$ cat src/rtl/ex_hazard_pkg.sv
// Shared ID/EX field positions, controller state encoding and stack-pop word selects.
package ex_hazard_pkg;

    localparam int MR_BIT          = 44;
    localparam int WB_BIT          = 46;
    localparam int WB_ADDR_HI      = 43;
    localparam int WB_ADDR_LO      = 41;
    localparam int JMP_BIT         = 47;
    localparam int SPOP_BIT        = 49;
    localparam int STACK_PC_BIT    = 89;
    localparam int STACK_FLAGS_BIT = 90;

    typedef enum logic [2:0] {
        IDLE,
        POP_HI,
        POP_LO,
        POP_FLG,
        REDIRECT
    } hz_state_t;

    localparam logic [1:0] POP_PC_HI = 2'd0;
    localparam logic [1:0] POP_PC_LO = 2'd1;
    localparam logic [1:0] POP_FLAGS = 2'd2;

    typedef struct packed {
        logic       mr;
        logic       wb;
        logic [2:0] wb_addr;
        logic       jmp;
        logic       spop;
        logic       stack_pc;
        logic       stack_flags;
    } id_ex_fields_t;

endpackage

$ cat src/rtl/ex_hazard_ctrl_unpack.sv
// Combinational extraction of the control fields carried in the ID/EX word.
module id_ex_unpack
    import ex_hazard_pkg::*;
#(
    parameter int W_BUF = 91
) (
    input  logic [W_BUF-1:0] id_ex_buf,
    output id_ex_fields_t    fields
);

    always_comb begin
        fields             = '0;
        fields.mr          = id_ex_buf[MR_BIT];
        fields.wb          = id_ex_buf[WB_BIT];
        fields.wb_addr     = id_ex_buf[WB_ADDR_HI:WB_ADDR_LO];
        fields.jmp         = id_ex_buf[JMP_BIT];
        fields.spop        = id_ex_buf[SPOP_BIT];
        fields.stack_pc    = id_ex_buf[STACK_PC_BIT];
        fields.stack_flags = id_ex_buf[STACK_FLAGS_BIT];
    end

    // Datapath bits travel through the word but are not control fields.
    logic unused_bits;
    assign unused_bits = ^{id_ex_buf[40:0], id_ex_buf[45], id_ex_buf[48], id_ex_buf[88:50]};

endmodule

$ cat src/rtl/ex_hazard_ctrl.sv
// Execute-stage hazard controller: load-use stalls, taken-jump flushes and the
// multi-cycle RET/RTI stack pop sequence, plus a saturating stall counter.
module ex_hazard_ctrl
    import ex_hazard_pkg::*;
#(
    parameter int W_BUF = 91,
    parameter int W_CNT = 16
) (
    input  logic             clk,
    input  logic             rst_n,
    input  logic [W_BUF-1:0] id_ex_buf,
    input  logic [2:0]       id_src1,
    input  logic [2:0]       id_src2,
    input  logic             id_use1,
    input  logic             id_use2,
    input  logic             ex_jmp_taken,
    output logic             hold_pc,
    output logic             hold_if_id,
    output logic             hold_id_ex,
    output logic             bubble_id_ex,
    output logic             flush_if_id,
    output logic             pc_from_stack,
    output logic [1:0]       pop_word,
    output logic [W_CNT-1:0] stall_cnt
);

    id_ex_fields_t f;
    hz_state_t     state, state_nx;
    logic          flags_q;
    logic          pop_start, jmp_go, load_use, pop_go;

    id_ex_unpack #(.W_BUF(W_BUF)) u_unpack (
        .id_ex_buf (id_ex_buf),
        .fields    (f)
    );

    function automatic logic [W_CNT-1:0] sat_inc(input logic [W_CNT-1:0] v);
        return (&v) ? v : v + 1'b1;
    endfunction

    assign pop_start = f.mr & f.spop & f.stack_pc;
    assign jmp_go    = f.jmp & ex_jmp_taken;
    assign load_use  = f.mr & f.wb & ~f.stack_pc &
                       ((id_use1 & (id_src1 == f.wb_addr)) |
                        (id_use2 & (id_src2 == f.wb_addr)));

    always_comb begin
        hold_pc       = 1'b0;
        hold_if_id    = 1'b0;
        hold_id_ex    = 1'b0;
        bubble_id_ex  = 1'b0;
        flush_if_id   = 1'b0;
        pc_from_stack = 1'b0;
        pop_word      = POP_PC_HI;
        pop_go        = 1'b0;
        state_nx      = IDLE;
        case (state)
            POP_LO: begin
                {hold_pc, hold_if_id, hold_id_ex} = 3'b111;
                pop_word = POP_PC_LO;
                state_nx = flags_q ? POP_FLG : REDIRECT;
            end
            POP_FLG: begin
                {hold_pc, hold_if_id, hold_id_ex} = 3'b111;
                pop_word = POP_FLAGS;
                state_nx = REDIRECT;
            end
            REDIRECT: begin
                pc_from_stack = 1'b1;
                flush_if_id   = 1'b1;
                bubble_id_ex  = 1'b1;
            end
            // IDLE and the never-entered POP_HI share one decode.
            default: begin
                if (pop_start) begin
                    {hold_pc, hold_if_id, hold_id_ex} = 3'b111;
                    pop_go   = 1'b1;
                    state_nx = POP_LO;
                end else if (jmp_go) begin
                    flush_if_id  = 1'b1;
                    bubble_id_ex = 1'b1;
                end else if (load_use) begin
                    hold_pc      = 1'b1;
                    hold_if_id   = 1'b1;
                    bubble_id_ex = 1'b1;
                end
            end
        endcase
        if (!rst_n) begin
            hold_pc       = 1'b0;
            hold_if_id    = 1'b0;
            hold_id_ex    = 1'b0;
            bubble_id_ex  = 1'b0;
            flush_if_id   = 1'b0;
            pc_from_stack = 1'b0;
            pop_word      = POP_PC_HI;
        end
    end

    // Stack_Flags is captured at pop start so later ID/EX changes cannot alter the sequence.
    always_ff @(posedge clk or negedge rst_n) begin
        if (!rst_n) begin
            state     <= IDLE;
            flags_q   <= 1'b0;
            stall_cnt <= '0;
        end else begin
            state <= state_nx;
            if (pop_go) flags_q <= f.stack_flags;
            if (hold_pc) stall_cnt <= sat_inc(stall_cnt);
        end
    end

endmodule
$ cat config.mk
export PLATFORM = sky130hd
export DESIGN_NAME = ex_hazard_ctrl
export DESIGN_NICKNAME = d
export VERILOG_FILES = /design/src/rtl/ex_hazard_pkg.sv /design/src/rtl/ex_hazard_ctrl_unpack.sv /design/src/rtl/ex_hazard_ctrl.sv
export SDC_FILE = /design/constraint.sdc
export NUM_CORES = 1
export LEC_CHECK = 0
export CORE_UTILIZATION = 30
export DETAILED_ROUTE_END_ITERATION = 6
export HOLD_SLACK_MARGIN = 0.08
export PLACE_DENSITY = 0.93
export SYNTH_ARGS = -nofsm -noshare
export SYNTH_HDL_FRONTEND = slang
export SYNTH_HIERARCHICAL = 1
export SYNTH_SLANG_ARGS = --single-unit
export TNS_END_PERCENT = 1
$ cat constraint.sdc
create_clock -name clk -period 2.3 [get_ports clk]
set_clock_uncertainty 0.2 [all_clocks]
set_input_delay 0.46 -clock clk [delete_from_list [all_inputs] [get_ports clk]]
set_output_delay 0.46 -clock clk [all_outputs]
set_load 0.03 [all_outputs]
* After elaboration in Yosys (flattened, before gate mapping) *
Index checks and enable logic that the tools add are counted.

word-level totals
  output and inout port bits = 24
  flip-flop bits (word level) = 20
  logic and storage cells = 48
  input bits = 102

operators by class
  add/subtract/negate cells = 1
  mux-type cells = 24
  bitwise operators = 11
  reduce and logical (&&, ||, !) cells = 4
  eq/ne operators = 5

operators with widths
  cell                                                  number
  adder 16 x 1 -> 16 bit (second input constant)        1
  AND reduction 16 bit                                  1
  two-way mux 1 bit                                     15
  one-hot mux 3 bit (3 select lines)                    1
  bitwise AND 1 bit                                     8
  one-hot mux 1 bit (2 select lines)                    4
  equality test 3 x 2 -> 1 bit (second input constant)  2
  equality test 3 bit                                   2
  two-way mux 2 bit                                     2
  one-hot mux 2 bit (2 select lines)                    1
  equality test 3 bit (second input constant)           1
  two-way mux 3 bit                                     1
  OR reduction 3 bit                                    1
  NOT 1 bit                                             2
  AND reduction 2 bit                                   1
  OR reduction 2 bit                                    1
  bitwise OR 1 bit                                      1

* Depth between registers and ports, before layout *
Gate-level depths: netlist of run 1.

  word-level depth = 10
  gate-level depth with buffers = 8
  mapped depth without buffers = 7

* Cells and area by module *
Netlist of run 1, hierarchy kept.

modules (own cells, without submodules)
  module          area each (um2)  sequential area each (um2)  cells each  times used
  ex_hazard_ctrl  1202.4           500.5                       119         1
  id_ex_unpack    67.6             0.0                         9           1

* Worst setup path after synthesis of run 1 *
OpenSTA, ideal clock, no wires.

  path type = input port to output port
  start point = input port id_ex_buf[41]
  end point = output port bubble_id_ex
  required time = 1640 ps
  stages = 6
  path slack = -330 ps
  buffers on the path = 1
  data arrival time = 1970 ps
  cell sequence = buf_4 xnor2_1 nand4_1 a211oi_2 o31ai_1 a21boi_0

on the way
  word-level cells in the longest chain between the ends = 9
  elaborated cells on any way between the ends = 11
  classes of those cells = 2 x eq/ne; 5 x mux; 4 x bitwise

ends and longest elaborated chain
  item                                    line                                        text
  from (decl)                             ex_hazard_ctrl.sv:11                        input logic [W_BUF-1:0] id_ex_buf,
  equality test 3 bit (on tied branches)  ex_hazard_ctrl.sv:44, ex_hazard_ctrl.sv:45
  bitwise AND 1 bit (on tied branches)    ex_hazard_ctrl.sv:44, ex_hazard_ctrl.sv:45
  bitwise OR 1 bit *                      ex_hazard_ctrl.sv:44                        ((id_use1 & (id_src1 == f.wb_addr)) |
  bitwise AND 1 bit *                     ex_hazard_ctrl.sv:43                        assign load_use = f.mr & f.wb & ~f.stack_pc &
  two-way mux 1 bit *                     ex_hazard_ctrl.sv:82                        end else if (load_use) begin
  two-way mux 1 bit *                     ex_hazard_ctrl.sv:79                        end else if (jmp_go) begin
  two-way mux 1 bit *                     ex_hazard_ctrl.sv:75                        if (pop_start) begin
  one-hot mux 1 bit (2 select lines) *    ex_hazard_ctrl.sv:57                        case (state)
  two-way mux 1 bit *                     ex_hazard_ctrl.sv:89                        if (!rst_n) begin
  to (decl)                               ex_hazard_ctrl.sv:20                        output logic bubble_id_ex,

Every way passes the cells marked *; elsewhere a longest branch is shown, timed or not.

* Worst setup path after layout of run 1 *
Same ends and word-level chain as after synthesis.

==> flow_summary.toml, run 1 <==
[floorplan]
dieWidth_um = 67.1
ios = 126
dieArea_sq_mm = 0.00450
die_h_um = 67.1
start_util_pct = 31.5
std_cell_rows = 23
core-area_sq_mm = 0.00403

[detailed_routing]
drc = 0
viasPerCell = 4.78
vias = 1086
drt-total-wl_um = 3090
ant_nets = 0
first_pass_iters = 4
drtIter0Drc = 36
wl_per_cell_um = 13.6

[global_routing]
grt_usage_pct = 14.2
grt_max_degree = 15
grt_overflow = 0
grt_pass1_vias = 1103
grt_pass1_wl_um = 4820
antenna_found_initial = 0

[yosys]
ys_seq_area_share_pct = 39.4
ys_types = 35
synthArstFlopShare_pct = 100
yosys_register_bits = 20
yosys_warnings = 6
synth_area_per_cell_sq_um = 9.92
synthCells = 128
syn-cell-area_sq_mm = 0.00127
dominantRegCellSynth = "dfrtp_1"
syn_nets = 231
synth-edff-count = 0

[clock_network]
clockRootBuffer = "clkbuf_8"
cts_made_buffers = 3
cts.clk_slew.worst_paths_ps = 70
hold_buffers = 0
clock_sinks = 20
cts_tree = "yes"
insertion_delay_ps = 260
htreeDepth = 1
clockBufferDepth = 2

[layout]
diodes = 0
area_delta_synth_final_pct = 49.4
fillCellCount = 374
fin_util_pct = 47.1
nets = 281
drive_gt1_share_pct = 34.5

[timing]
rsz0062_at_grt = "true"
tightest_slew_ps = 328
finalCriticalPeriod_ps = 2300
hold_violations = 0
timing_max_transition_violations_final = 0
fin_hold_ws_ps = 90.9
relSlewSlack_pct = 78.0
fmax_mhz = 436
setup_viol = 0
period_share_pct = 99.8

[placed_design]
port_buffers = 43
hpwl_um = 2320
gp_congestion = 0.778

[power_and_ir_drop]
pwr-share-seq_pct = 38.1
swShare_pct = 36.5
p_leak_nw = 0.907
comb_power_share_pct = 40.7
p_switching_w = 0.000458
power_w = 0.00126
clockPowerShare_pct = 21.2
irDropWorstVdd_mv = 0.514
powerDensity_mw_per_mm2 = 662
internal-power_w = 0.000798

[critical_path]
cp.required_ps = 1640
end_kind = "primary output"
cp_max_fo = 2
path_class = "in2out"
arrival_ps = 1640
cp-start-kind = "primary input"

[outcome]
status = "completed"

[run]
maxCapViolations = 0

[worst_hold_path]
hp-class = "in2async"
[metal layers]
layer / track usage [%] / share of wire, % / up-vias
met3: 2.91 / 4.4 / 5
met1: 16.3 / 42 / 518
met2: 26.0 / 52 / 24
met4: 4.26 / 1.1 / 0
li1: - / - / 539
met5: 0 / 0 / -
[cell usage after synthesis, types with 3 or more instances]
master	number	area share, %
dfrtp_1	20	39
nand2_1	13	3.8
xor2_1	11	7.6
buf_4	10	5.9
nand3_1	7	2.8
nor2_1	7	2.1
xnor2_1	7	4.8
and3_1	6	3.0
nor3_1	6	2.4
mux2_2	4	3.5
and2_1	3	1.5
and4_1	3	2.1
nand4_1	3	1.5
o31ai_1	3	1.8
[layout by cell type, fill, tap and decap left out, types with 2 or more instances in the layout]
cell type	instances
dfrtp_1	20
clkdlybuf4s50_1	19
buf_4	17
nand2_1	12
xor2_1	11
nand3_1	6
buf_6	6
dlygate4sd2_1	6
nor2_1	5
nor3_1	5
buf_2	5
xnor2_2	4
and3_1	4
mux2_2	4
clkbuf_8	4
and2_1	3
nand4_1	3
xnor2_1	3
and4_1	3
nor2b_1	2
and3_4	2
nor2_4	2
o21bai_1	2
o21ai_1	2
o31ai_1	2
nor4b_2	2
buf_8	2
[state kept, by name, summed over array words and instances, names as in the netlist]
| register | count |
|---|---|
| stall_cnt | 16 |
| state | 3 |
| flags_q | 1 |
[worst max-delay path, cell delays in order]
cell and delay, ps:
buf_8 100, xnor2_2 140, nand4_1 130, a211oi_2 270, buf_4 160, o21bai_1 70, a21boi_2 160, buf_6 150
[path summary, 6_finish.rpt]
kind / end / cells past startpoint / startpoint / slack [ps]
hold reg to reg: stall_cnt[6] / 1 / stall_cnt[6] / 290
min in group clk: stall_cnt[6] / 1 / stall_cnt[6] / 290
setup / recovery: bubble_id_ex / 8 / id_ex_buf[41] / 5
setup reg to reg: stall_cnt[9] / 7 / stall_cnt[0] / 150
hold / removal: state[2] / 2 / rst_n / 90
max in group asynchronous: stall_cnt[5] / 2 / rst_n / 1610
[through the flow]
stage	instance area [sq um]	cells	setup slack, ps	setup TNS, ps
3_3_place_gp	1740	221	-500	-6130
4_1_cts	1850	227	-19.5	-19.5
3_5_place_dp	1740	221	-509	-6710
5_1_grt	1900	227	-95.7	-181
6_report	1900	227	4.56	0
2_1_floorplan	1270	128	-39.0	-39.0
[cells by family (layout without fill, tap and decap cells)]
kind of cell    count (synthesis)  count (layout)  synth area share [%]
fa+ha+maj                       1               1                 0.985
simple gates                   59              59                  28.2
mux                             4               4                  3.55
compound gates                 13              13                  8.08
buf+inv                        13              62                  7.39
xor+xnor                       18              18                  12.4
flops                          20              20                  39.4
[power groups by stage]
stage | Clock, W | Combinational [W] | Sequential [W]
5_1_grt | 0.000291 | 0.000543 | 0.000489
2_1_floorplan | 0 | 0.000214 | 0.000554
6_report | 0.000267 | 0.000511 | 0.000478
3_3_place_gp | 0 | 0.000475 | 0.000479
4_1_cts | 0.000274 | 0.000505 | 0.000476
3_5_place_dp | 0 | 0.000485 | 0.000482
[cell type report]
| cell class | count | area, sq um | share of cell area (%) |
|---|---|---|---|
| clock buffers | 4 | 55.1 | 2.90 |
| inverters | 2 | 7.51 | 0.396 |
| multi-input cells | 95 | 766 | 40.4 |
| flip-flops and latches | 20 | 500 | 26.4 |
| well taps | 50 | 62.6 | 3.30 |
| repair buffers | 56 | 505 | 26.6 |
[repair_timing]
action / 4_1_cts / 5_1_grt
pin swaps: 13 / 3
buffers inserted: 2 / 0
cloned: 0 / 0
endpoints found under the hold margin: 0 / 0
setup endpoints to repair: 18 / 13
gates resized for setup: 61 / 11
No activity file was read; power rests on OpenSTA's default activity.
==> run 2: changes to the inputs <==
--- a/config.mk
+++ b/config.mk
@@ -6,6 +6,7 @@
 export NUM_CORES = 1
 export LEC_CHECK = 0
 export CORE_UTILIZATION = 30
+export CTS_CLUSTER_DIAMETER = 120
 export DETAILED_ROUTE_END_ITERATION = 6
 export HOLD_SLACK_MARGIN = 0.08
 export PLACE_DENSITY = 0.93
==> results of run 2 <==
The final DEF is identical to that of run 1; final timing and power are the same.
